===== config.mk =====
export PLATFORM = sky130hd
export DESIGN_NAME = fifo_wr_arbiter
export DESIGN_NICKNAME = d
export VERILOG_FILES = /design/src/rtl/fifo_arb_pkg.sv /design/src/rtl/rr_picker.sv /design/src/rtl/fifo_wr_arbiter.sv
export SDC_FILE = /design/constraint.sdc
export NUM_CORES = 1
export LEC_CHECK = 0
export CORE_MARGIN = 10
export CORE_UTILIZATION = 30
export CTS_BUF_LIST = sky130_fd_sc_hd__clkbuf_16
export CTS_CLUSTER_SIZE = 25
export DETAILED_ROUTE_END_ITERATION = 16
export HOLD_SLACK_MARGIN = 0.05
export PLACE_DENSITY = 0.63
export SLEW_MARGIN = 30
export SYNTH_ARGS = -nofsm -noshare
export SYNTH_HDL_FRONTEND = slang
export SYNTH_HIERARCHICAL = 1
export SYNTH_SLANG_ARGS = --single-unit

===== constraint.sdc =====
create_clock -name wr_clk -period 4.3 [get_ports wr_clk]
set_input_delay 0.645 -clock wr_clk [delete_from_list [all_inputs] [get_ports wr_clk]]
set_output_delay 0.645 -clock wr_clk [all_outputs]
set_load 0.03 [all_outputs]

===== src/rtl/fifo_arb_pkg.sv =====
// Shared types and defaults for the round-robin burst arbiter that feeds
// the write side of an asynchronous FIFO.
package fifo_arb_pkg;

    localparam int DEF_DATA_WIDTH = 8;
    localparam int DEF_NUM_REQ    = 4;
    localparam int DEF_MAX_BURST  = 4;
    localparam int ID_W           = 3;

    typedef enum logic {
        IDLE  = 1'b0,
        BURST = 1'b1
    } arb_state_t;

    // Successor of a requester index, wrapping the last requester back to 0.
    function automatic logic [ID_W-1:0] next_index(input logic [ID_W-1:0] idx, input int num);
        return (int'(idx) == num - 1) ? '0 : idx + 1'b1;
    endfunction

endpackage


===== src/rtl/rr_picker.sv =====
// Combinational round-robin picker: first asserted request at or after
// rr_ptr, searching upward and wrapping modulo NUM_REQ.
module rr_picker
    import fifo_arb_pkg::*;
#(
    parameter int NUM_REQ = DEF_NUM_REQ
) (
    input  logic [NUM_REQ-1:0] req,
    input  logic [ID_W-1:0]    rr_ptr,
    output logic [ID_W-1:0]    winner,
    output logic               any_valid
);

    logic [7:0] req_pad;

    assign req_pad   = 8'(req);
    assign any_valid = |req;

    function automatic logic [ID_W-1:0] cand(input logic [ID_W-1:0] ptr, input int k);
        logic [ID_W:0] s;
        s = {1'b0, ptr} + (ID_W+1)'(k);
        if (s >= (ID_W+1)'(NUM_REQ)) begin
            s = s - (ID_W+1)'(NUM_REQ);
        end
        return s[ID_W-1:0];
    endfunction

    // Walk from the farthest offset down so the nearest hit is written last.
    always_comb begin
        winner = '0;
        for (int k = NUM_REQ - 1; k >= 0; k--) begin
            if (req_pad[cand(rr_ptr, k)]) begin
                winner = cand(rr_ptr, k);
            end
        end
    end

endmodule


===== src/rtl/fifo_wr_arbiter.sv =====
// Burst-oriented round-robin arbiter merging NUM_REQ requesters onto the
// write port of an asynchronous FIFO; one idle arbitration cycle per grant.
module fifo_wr_arbiter
    import fifo_arb_pkg::*;
#(
    parameter int DATA_WIDTH = DEF_DATA_WIDTH,
    parameter int NUM_REQ    = DEF_NUM_REQ,
    parameter int MAX_BURST  = DEF_MAX_BURST
) (
    input  logic                          wr_clk,
    input  logic                          rst_n,
    input  logic [NUM_REQ-1:0]            req_valid,
    input  logic [NUM_REQ-1:0]            req_last,
    input  logic [NUM_REQ*DATA_WIDTH-1:0] req_data,
    output logic [NUM_REQ-1:0]            req_ready,
    input  logic                          full,
    output logic                          wr,
    output logic [DATA_WIDTH-1:0]         wdata,
    output logic                          grant_active,
    output logic [2:0]                    grant_id,
    output logic [15:0]                   stall_cnt
);

    localparam int BEAT_W = $clog2(MAX_BURST) + 1;

    arb_state_t            state;
    logic [ID_W-1:0]       owner;
    logic [ID_W-1:0]       rr_ptr;
    logic [ID_W-1:0]       winner;
    logic [BEAT_W-1:0]     beat_cnt;
    logic [BEAT_W-1:0]     beat_next;
    logic                  any_valid;
    logic                  in_burst;
    logic                  owner_valid;
    logic                  owner_last;
    logic                  xfer;
    logic [7:0]            valid_pad;
    logic [7:0]            last_pad;
    logic [DATA_WIDTH-1:0] data_arr [8];

    for (genvar i = 0; i < 8; i++) begin : g_unpack
        if (i < NUM_REQ) begin : g_live
            assign data_arr[i] = req_data[i*DATA_WIDTH +: DATA_WIDTH];
        end else begin : g_pad
            assign data_arr[i] = '0;
        end
    end

    rr_picker #(.NUM_REQ(NUM_REQ)) u_picker (
        .req       (req_valid),
        .rr_ptr    (rr_ptr),
        .winner    (winner),
        .any_valid (any_valid)
    );

    assign valid_pad   = 8'(req_valid);
    assign last_pad    = 8'(req_last);
    assign in_burst    = (state == BURST);
    assign owner_valid = valid_pad[owner];
    assign owner_last  = last_pad[owner];
    assign beat_next   = beat_cnt + BEAT_W'(1);

    // Handshake: a beat moves only in a cycle where req_valid[i] and
    // req_ready[i] are both high; ready depends on grant and full, never on
    // valid, and the requester must hold its data until that cycle.
    assign req_ready    = (in_burst && !full) ? ({{(NUM_REQ-1){1'b0}}, 1'b1} << owner) : '0;
    assign xfer         = in_burst && owner_valid && !full;
    assign wr           = xfer;
    assign wdata        = xfer ? data_arr[owner] : '0;
    assign grant_active = in_burst;
    assign grant_id     = owner;

    always_ff @(posedge wr_clk or negedge rst_n) begin
        if (!rst_n) begin
            state     <= IDLE;
            rr_ptr    <= '0;
            owner     <= '0;
            beat_cnt  <= '0;
            stall_cnt <= '0;
        end else begin
            case (state)
                IDLE: begin
                    if (any_valid) begin
                        owner    <= winner;
                        beat_cnt <= '0;
                        state    <= BURST;
                    end
                end
                BURST: begin
                    if (!owner_valid) begin
                        state  <= IDLE;
                        rr_ptr <= next_index(owner, NUM_REQ);
                    end else if (full) begin
                        if (stall_cnt != 16'hFFFF) begin
                            stall_cnt <= stall_cnt + 16'd1;
                        end
                    end else begin
                        beat_cnt <= beat_next;
                        if (owner_last || beat_next == BEAT_W'(MAX_BURST)) begin
                            state  <= IDLE;
                            rr_ptr <= next_index(owner, NUM_REQ);
                        end
                    end
                end
                default: state <= IDLE;
            endcase
        end
    end

endmodule

==> results of run 1 <==
==> routing by layer <==
layer	vias up	global-route usage, %	routed length (um)
li1	901	-	-
met1	895	14.9	2660
met2	18	19.5	3010
met3	2	2.36	192
met4	0	1.63	18
met5	-	0	0
==> synth_stat cells, types with 3 or more instances <==
library cell / instances
buf_2: 5
or2_2: 4
buf_4: 4
nand4_1: 5
mux2i_1: 6
mux4_2: 9
ha_1: 9
inv_1: 13
and3_1: 10
nand3_1: 10
nor4_1: 7
nand2b_1: 5
dfrtp_1: 26
and2_1: 3
clkbuf_1: 3
nor2_1: 9
nor3_1: 5
o21ai_0: 6
xnor2_1: 4
xor2_1: 11
o21a_1: 3
nor3b_1: 3
nor4_2: 4
nand2_1: 15
==> flip-flops by register name, summed over array words and instances (netlist names) <==
name	flops
grant_active	1
stall_cnt	16
grant_id	3
beat_cnt	3
rr_ptr	3
==> final cells by class <==
cell class	count	area [um2]
fillers	617	3500
multi-input cells	156	1290
repair buffers	78	773
flip-flops and latches	26	651
well taps	77	96.3
clock buffers	3	75.1
inverters	13	48.8
clock inverters	1	30.0
==> power groups by stage <==
| stage | clock [W] | sequential (W) | combinational [W] |
|---|---|---|---|
| after floorplan | 0 | 0.000441 | 0.000566 |
| after global placement | 0 | 0.000443 | 0.000813 |
| after detailed placement | 0 | 0.000447 | 0.000820 |
| after CTS | 0.000275 | 0.000444 | 0.000825 |
| after global routing | 0.000290 | 0.000462 | 0.000890 |
| final | 0.000270 | 0.000445 | 0.000814 |
==> worst paths after layout <==
path,endpoint,from,depth (start not counted)
setup reg to reg,stall_cnt[14]$_DFFE_PN0P_,grant_id[1]$_DFFE_PN0P_,4
hold reg to reg,stall_cnt[7]$_DFFE_PN0P_,stall_cnt[7]$_DFFE_PN0P_,1
max in group asynchronous,grant_active$_DFF_PN0_,rst_n,2
hold / removal,stall_cnt[7]$_DFFE_PN0P_,stall_cnt[7]$_DFFE_PN0P_,1
min in group asynchronous,stall_cnt[11]$_DFFE_PN0P_,rst_n,2
setup / recovery,wr,req_valid[3],5
==> kinds of logic after synthesis <==
kind of cell	after synthesis	synth area share [%]
buf+inv	25	5.65
other cells	1	0.184
simple gates	89	26.5
xor+xnor	15	6.45
mux	17	14.0
fa+ha+maj	9	5.53
flops	26	31.9
compound gates	25	9.71
==> per-stage QoR <==
stage                     instances  util (%)  total power (W)  area (um2)  setup slack, ns
after floorplan                 207         -          0.00101        2040             1.95
after global placement          350      44.1          0.00126        2850            0.950
after detailed placement        350      44.2          0.00127        2860            0.934
after CTS                       354      45.8          0.00154        2960            0.920
after global routing            354      45.8          0.00164        2960            0.813
final                           354      45.8          0.00153        2960            0.943
==> results by group, run 1 <==
Status
  • Status: finished clean

Clock network
  • H-Tree Depth: 1
  • Clock transition at path regs: around 0.070 ns
  • Post-CTS setup buffer count: 0
  • Post_cts resized: 0
  • CTS Buf Count: 3
  • Worst skew pair latency: approximately 0.26 ns
  • CTS root buf: clkbuf_16
  • Hold Buf Count CTS: 0
  • TritonCTS Sinks: 26
  • TritonCTS clock tree: done
  • Clock buffer depth: 2

Routing
  • Wire per inst: ~17 um
  • DR DRC count: 0
  • Final ANT Viol Nets: 0
  • Routed vias: 1816
  • Drt first-iter violations: between 80 and 90
  • Drt via density: ~5.1
  • Pre-Repair DR Iteration Count: 6
  • Drt total wl: between 5 and 6 mm

Worst setup path
  • Critical path data required time: between 3 and 4 ns
  • WP data arrival: between 2 and 3 ns
  • Worst setup SP type: primary input
  • Kind of critical path: in -> out
  • Max stage delay on crit path: ~0.7 ns
  • FF-to-FF setup slack: roughly 1.9 ns
  • CP max stage cell: mux4_2
  • WP buf/inv: 3
  • Critical Path Fanout Max: 11
  • CP delay by family, top: buffers and inverters
  • Crit-path cells: clkdlybuf4s50_1, mux4_2, nand2_1, inv_1, clkdlybuf4s50_1
  • Cell mode on critical path: clkdlybuf4s50_1
  • Crit path capture type: primary output

Logic synthesis
  • Syn Area/Cell: just under 10 um2
  • Largest cells by area after synthesis: dfrtp_1 32%, mux4_2 10%, ha_1 5.5%, xor2_1 4.7%, and3_1 3.1%
  • Fraction of registers with async set/reset: 100%
  • Seq cells post-synth: 26
  • Post-synth top area share: 31.9%
  • Seq/Total Area, Yosys: between 30% and 40%
  • Post-Syn Nets: 259
  • Yosys top cell by area: dfrtp_1
  • Number of synthesized flops with an enable pin: 0
  • Synth Flop Type: dfrtp_1
  • Mapped Area: a little over 0.002 mm2
  • Count of unique library cells instantiated by Yosys: 46
  • Yosys warnings: 6
  • Synth Instances: 207

Power and ir drop
  • Switching pwr: around 0.00064 W
  • Clock power share: roughly 18%
  • PwrDens: between 500 and 600 mW/mm2
  • VDD IR max: 0.000292 V
  • Int Pwr: 0.000889 W
  • Reg power frac: 29.1%
  • Comb power frac: ~53%
  • Switching Share: approximately two fifths
  • Static leakage: 1.28 nW

Place
  • Number of port buffers: 75
  • RD Place Congestion: around 0.8
  • Final HPWL DP: roughly 4.7 mm

Floorplan
  • Num ports: 76
  • Initial cell density of the core: a little under a third
  • Area of the die: 0.0105 mm2
  • Die X-Extent: between 100 and 150 um
  • Die Y: roughly 100 um
  • Std cell rows: 29
  • Core area: roughly 0.0065 mm2

Global routing
  • Vias in the first global route: ~1.8k
  • Overall routing resource usage: a little under an eighth
  • Global-route wire length before repair: 9.71 mm
  • Largest net degree at the start of global routing: 27
  • Initial antenna violation count: 0
  • GRT overflow: 0

Min path
  • Hold crit path type: reg -> reg

Layout
  • Most common cell after layout, fill and taps aside: clkdlybuf4s50_1
  • Synth-to-Final Area Change: 45.3%
  • Antenna Cells: 0
  • Share of cells above drive strength 1: between 10% and 20%
  • Fin nets: 330
  • Most frequent cells in the layout: 75 x clkdlybuf4s50_1, 26 x dfrtp_1, 15 x nand2_1

STA
  • Worst-margin pin slew: ~0.71 ns
  • Setup TNS: 0 ns
  • Fin. max-slew vios: 0
  • Min Tclk post-route: 3.36 ns
  • Setup violators final: 0
  • Clock skew: 0.00225 ns
  • Fmax: 0.298 GHz
  • Endpoints failing hold: 0
  • Slew margin rel.: between 50% and 60%
  • Hold slack: between 0.4 and 0.5 ns
  • RSZ-0062 raised after global routing: no
  • Fin crit share: 78.1%

Flow run
  • Max_cap viols: 0
Note: power is estimated with default switching activity, not from simulation.
==> run 2: changes to the inputs <==
- clock period: 4.3 -> 3.2 ns (I/O delays scaled with it)
==> run 2 against run 1 <==
Net effect: total power increased by 31%; utilization up 0.23 points; global-route usage up 0.061 points; register-to-register slack worse by 0.73 ns; largest power group unchanged; first-iteration DRC count grew 40%; sequential power increased by 21%; largest cell class unchanged; count of clock-buffer cells in the layout stayed put.
==> results by group, run 2 (same netlist as run 1, synthesis figures left out) <==
STA
  • Clock skew: 0.00256 ns (+0.000312 ns)
  • Endpoints failing hold: 0 (unchanged)
  • Setup TNS: 0 ns (unchanged)
  • Fin crit share: 92.8%
  • Hold slack: 0.498 ns (+0.00387 ns)
  • Fmax: between 0.3 and 0.4 GHz
  • Fin. max-slew vios: 0 (unchanged)
  • Min Tclk post-route: slightly below 3 ns
  • RSZ-0062 raised after global routing: no
  • Setup violators final: 0 (unchanged)

Floorplan
  • Die Y: 102 um (unchanged)
  • Std cell rows: 29 (unchanged)
  • Initial cell density of the core: 31.5% (unchanged)
  • Core area: 0.00646 mm2 (unchanged)
  • Die X-Extent: 102 um (unchanged)
  • Num ports: 76 (unchanged)
  • Area of the die: 0.0105 mm2 (unchanged)

Clock network
  • Post-CTS setup buffer count: 0 (unchanged)
  • Clock transition at path regs: 0.06 ns (about the same)
  • Worst skew pair latency: 0.26 ns (about the same)
  • Post_cts resized: 0 (unchanged)
  • TritonCTS clock tree: done
  • Clock buffer depth: 2 (unchanged)
  • TritonCTS Sinks: 26 (unchanged)
  • H-Tree Depth: 1 (unchanged)
  • CTS root buf: clkbuf_16
  • CTS Buf Count: 3 (unchanged)
  • Hold Buf Count CTS: 0 (unchanged)

Layout
  • Antenna Cells: 0 (unchanged)
  • Synth-to-Final Area Change: 46.1%
  • Largest Register: stall_cnt
  • Share of cells above drive strength 1: 13.7% (+2.2 points)
  • Max reg flops: 16 (unchanged)
  • Most frequent cells in the layout: 74 x clkdlybuf4s50_1, 26 x dfrtp_1, 15 x nand2_1
  • Final Util: 46.1% (+0.23 points)
  • Finished Cell Area: 0.00298 mm2 (+0.51%)
  • Most common cell after layout, fill and taps aside: clkdlybuf4s50_1
  • Fin nets: 337 (+2.1%)

Worst setup path
  • Critical R2R Launch: rr_ptr[0]$_DFFE_PN0P_
  • Max stage delay on crit path: 0.66 ns (-0.02 ns)
  • Worst reg2reg path depth: 8 (+4)
  • Critical path data required time: 2.72 ns (-0.93 ns)
  • FF-to-FF setup slack: 1.12 ns (-0.73 ns)
  • Worst setup SP type: primary input
  • Cell mode on critical path: clkdlybuf4s50_1
  • Kind of critical path: in -> out
  • Crit-path cells: clkdlybuf4s50_1, mux4_2, and3_1, clkdlybuf4s50_1
  • Worst R2R End: grant_id[0]$_DFFE_PN0P_
  • Crit path capture type: primary output
  • WP data arrival: 2.49 ns (-0.22 ns)
  • CP max stage cell: mux4_2
  • Critical Path Fanout Max: 11 (unchanged)

Routing
  • Drt via density: 5.13 (about the same)
  • Routed vias: 1852 (+2.0%)
  • Pre-Repair DR Iteration Count: 4 (-2)
  • Wire per inst: 16.4 um (-1.5%)
  • DR DRC count: 0 (unchanged)
  • Final ANT Viol Nets: 0 (unchanged)
  • Drt first-iter violations: 119 (+40%)
  • Drt total wl: 5.91 mm (+0.42%)

Place
  • Final HPWL DP: 4.73 mm (+0.76%)
  • Dpl cell area: 0.00290 mm2 (+1.4%)
  • RD Place Congestion: 0.839 (+5.2%)
  • Number of port buffers: 75 (unchanged)

Global routing
  • Largest net degree at the start of global routing: 27 (unchanged)
  • Vias in the first global route: 1859 (+4.9%)
  • GRT overflow: 0 (unchanged)
  • Global-route wire length before repair: 9.87 mm (+1.6%)
  • Initial antenna violation count: 0 (unchanged)
  • Overall routing resource usage: 11.5% (+0.061 points)

Power and ir drop
  • Switching Share: 43.4% (+1.5 points)
  • Int Pwr: 0.00113 W (+28%)
  • Clock power share: 14.0% (-3.7 points)
  • Reg power frac: 27.0% (-2.1 points)
  • Switching pwr: 0.000868 W (+36%)
  • Comb power frac: 59.1% (+5.9 points)
  • PwrDens: 672 mW/mm2 (+30%)
  • Static leakage: 1.28 nW (+0.51%)
  • VDD IR max: 0.000545 V (+86%)

Min path
  • Hold crit path type: reg -> reg
  • Min-delay src: stall_cnt[7]$_DFFE_PN0P_
  • Min-Delay Path Depth: 1 (unchanged)
  • Hold Path End: stall_cnt[7]$_DFFE_PN0P_

Status
  • Status: finished clean

Flow run
  • Max_cap viols: 0 (unchanged)
[run 2: cell count changes in the layout (fill, tap and decap cells not counted)]
cell and change:
bufinv_16 -1, buf_4 +8, clkinv_1 +1, nor4_2 +1, nor4_4 -1, clkdlybuf4s50_1 -1
[run 2: layout make-up]
cell class / count / area (um2)
Fill cell: 629 / 3480
Clock buffer: 3 / 75.1
Clock inverter: 1 / 3.75
Multi-Input combinational cell: 156 / 1280
Tap cell: 77 / 96.3
Sequential cell: 26 / 651
Inverter: 13 / 48.8
Timing Repair Buffer: 85 / 823
[run 2: power groups by stage]
stage / combinational (W) / clock (W) / sequential, W
detailed placement: 0.00119 / 0 / 0.000543
global placement: 0.00118 / 0 / 0.000545
finish: 0.00118 / 0.000279 / 0.000539
floorplan: 0.000760 / 0 / 0.000592
global route: 0.00130 / 0.000302 / 0.000557
CTS: 0.00119 / 0.000285 / 0.000540
[run 2: how the worst max path moves through the flow]
| stage | start | endpoint | slack, ns | depth (start not counted) |
|---|---|---|---|---|
| final | req_valid[0] | wdata[4] | 0.23 | 4 |
| after global routing | req_valid[0] | wdata[4] | 0.17 | 4 |
| after CTS | req_valid[0] | wdata[4] | 0.24 | 4 |
| after detailed placement | req_valid[0] | wdata[4] | 0.25 | 4 |
| after global placement | req_valid[0] | wdata[6] | 0.28 | 4 |
| after floorplan | grant_id[0]$_DFFE_PN0P_ | wdata[0] | 1.02 | 3 |
[run 2: stage by stage]
step	setup slack [ns]	instances	total power (W)
after floorplan	1.02	207	0.00135
after global placement	0.276	357	0.00172
after detailed placement	0.246	357	0.00173
after CTS	0.236	361	0.00201
after global routing	0.173	361	0.00216
final	0.229	361	0.00200
[run 2: worst max-delay path, delay by kind of cell]
kind / cells / cell delay [ns]
muxes: 1 / 0.66
buffers and inverters: 2 / 1.13
and+or+nand+nor: 1 / 0.21
[run 2: metal layers]
metal | wire (um) | track usage [%] | vias to the layer above
met2 | 3060 | 19.7 | 33
met4 | 12 | 1.63 | 0
li1 | - | - | 916
met3 | 222 | 2.02 | 2
met1 | 2610 | 15.1 | 901
met5 | 0 | 0 | -
==> run 3: changes to the inputs <==
- CELL_PAD_IN_SITES_DETAIL_PLACEMENT: not set -> 0
- CELL_PAD_IN_SITES_GLOBAL_PLACEMENT: not set -> 1
- PLACE_DENSITY: 0.63 -> 0.79
==> run 3 against run 2 <==
Net effect: hold slack got worse by 0.0048 ns; via count fell by 1.7%; critical path type unchanged; non-clock buffer count is 3 lower; total power grew 2.6%; global-route usage shrank 0.25 points; highest routed layer unchanged; flip-flop and latch count did not move; register-to-register slack worse by 0.09 ns; sequential power is 3% higher; setup slack improved by 0.35 ns; sequential share of layout area is 0.12 points higher; critical endpoint is now req_ready[0].
==> results by group, run 3 (same netlist as run 1, synthesis figures left out) <==
Status
  • Status: finished clean

STA
  • Setup violators final: 0 (unchanged)
  • Slew margin rel.: about three fifths
  • Min Tclk post-route: 2.62 ns (-0.348 ns)
  • Fin crit share: 82.0% (-11 points)
  • Endpoints failing hold: 0 (unchanged)
  • Worst-margin pin slew: 0.576 ns
  • Clock skew: 0.00294 ns (+0.000381 ns)
  • Fmax: 0.381 GHz (+13%)
  • RSZ-0062 raised after global routing: no
  • Fin. max-slew vios: 0 (unchanged)
  • Setup TNS: 0 ns (unchanged)

Power and ir drop
  • Static leakage: 1.30 nW (+1.1%)
  • Total power: 0.00205 W (+2.6%)
  • VDD IR max: 0.000442 V (-19%)
  • PwrDens: 694 mW/mm2 (+3.2%)

Place
  • Final HPWL DP: 4.62 mm (-2.5%)
  • Number of port buffers: 75 (unchanged)
  • Placed Instances: 354 (-0.84%)
  • RD Place Congestion: 0.767 (-8.6%)

Worst setup path
  • Cell mode on critical path: clkdlybuf4s50_1
  • CP max stage cell: clkdlybuf4s50_1
  • Worst setup SP type: primary input
  • Crit path capture type: primary output
  • Crit-path cells: clkdlybuf4s50_1, nor3b_1, and2_1, clkdlybuf4s50_1
  • Critical Path Fanout Max: 4 (-7)
  • Critical path data required time: 2.72 ns (about the same)
  • Kind of critical path: in -> out
  • WP data arrival: 2.14 ns (-0.35 ns)
  • Max stage delay on crit path: 0.67 ns (about the same)
  • Worst reg2reg path depth: 4 (-4)

Global routing
  • GRT overflow: 0 (unchanged)
  • Overall routing resource usage: 11.3% (-0.25 points)
  • Vias in the first global route: 1866 (+0.38%)
  • Largest net degree at the start of global routing: 27 (unchanged)
  • Global-route wire length before repair: 9.45 mm (-4.2%)
  • Initial antenna violation count: 0 (unchanged)

Layout
  • Finished Layout Cells: 358 (-0.83%)
  • Synth-to-Final Area Change: 45.3%
  • Fin nets: 334 (-0.89%)
  • Antenna Cells: 0 (unchanged)
  • Filler cells: 616 (-2.1%)
  • Share of cells above drive strength 1: 16.0% (+2.3 points)
  • Final Util: 45.8% (-0.25 points)
  • Most frequent cells in the layout: 66 x clkdlybuf4s50_1, 26 x dfrtp_1, 16 x buf_4
  • Largest Register: stall_cnt
  • Max reg flops: 16 (unchanged)
  • Most common cell after layout, fill and taps aside: clkdlybuf4s50_1

Min path
  • Min-Delay Path Depth: 1 (unchanged)
  • Hold crit path type: reg -> reg

Floorplan
  • Die Y: 102 um (unchanged)
  • Area of the die: 0.0105 mm2 (unchanged)
  • Std cell rows: 29 (unchanged)
  • Num ports: 76 (unchanged)
  • Initial cell density of the core: 31.5% (unchanged)
  • Die X-Extent: 102 um (unchanged)
  • Core area: 0.00646 mm2 (unchanged)

Routing
  • Routed vias: 1821 (-1.7%)
  • Drt via density: 5.09 (-0.85%)
  • Drt total wl: 5.78 mm (-2.2%)
  • Drt first-iter violations: 82 (-31%)
  • Wire per inst: 16.1 um (-1.4%)
  • DR DRC count: 0 (unchanged)
  • Pre-Repair DR Iteration Count: 4 (unchanged)
  • Final ANT Viol Nets: 0 (unchanged)

Clock network
  • TritonCTS Sinks: 26 (unchanged)
  • Clock transition at path regs: 0.06 ns (about the same)
  • Post-CTS setup buffer count: 0 (unchanged)
  • Hold Buf Count CTS: 0 (unchanged)
  • TritonCTS clock tree: done
  • Post_cts resized: 0 (unchanged)
  • Worst skew pair latency: 0.26 ns (about the same)
  • CTS root buf: clkbuf_16
  • H-Tree Depth: 1 (unchanged)
  • Clock buffer depth: 2 (unchanged)
  • CTS Buf Count: 3 (unchanged)

Flow run
  • Max_cap viols: 0 (unchanged)
-- run 3: power breakdown --
part	internal, W	switching, W
Combinational	0.000548	0.000592
Clock	0.000249	0.000112
Sequential	0.000405	0.000148
Total	0.00120	0.000852
-- run 3: critical path, delay by kind of cell --
kind | cells | cell delay [ns]
buffers and inverters | 2 | 1.11
AND/OR/NAND/NOR | 2 | 0.55
-- run 3: final cells by class --
type / count / area, um2 / area share [%]
multi-input combinational: 156 / 1280 / 43.2
timing repair buffer: 82 / 781 / 26.4
sequential: 26 / 651 / 22.0
tap: 77 / 96.3 / 3.26
clock buffer: 3 / 75.1 / 2.54
inverter: 13 / 48.8 / 1.65
clock inverter: 1 / 30.0 / 1.01
-- run 3: per-layer routing --
metal | share of wire [%] | global-route usage [%]
met5 | 0 | 0
met4 | 1.0 | 3.25
met3 | 3.5 | 2.02
met2 | 54 | 20.5
met1 | 42 | 13.1
-- run 3: final timing paths --
path | from | to | slack, ns
setup / recovery | full | req_ready[0] | 0.58
hold / removal | stall_cnt[7]$_DFFE_PN0P_ | stall_cnt[7]$_DFFE_PN0P_ | 0.49
setup reg to reg | grant_id[0]$_DFFE_PN0P_ | stall_cnt[14]$_DFFE_PN0P_ | 1.03
hold reg to reg | stall_cnt[7]$_DFFE_PN0P_ | stall_cnt[7]$_DFFE_PN0P_ | 0.49
max in group asynchronous | rst_n | stall_cnt[8]$_DFFE_PN0P_ | 2.36
min in group asynchronous | rst_n | stall_cnt[15]$_DFFE_PN0P_ | 0.58
-- run 3: through the flow --
stage	hold WS, ns	setup slack, ns	area, um2
after floorplan	0.184	1.02	2040
after detailed placement	0.489	0.506	2850
after CTS	0.499	0.563	2960
final	0.493	0.577	2960
after global routing	0.528	0.486	2960
after global placement	0.484	0.537	2850
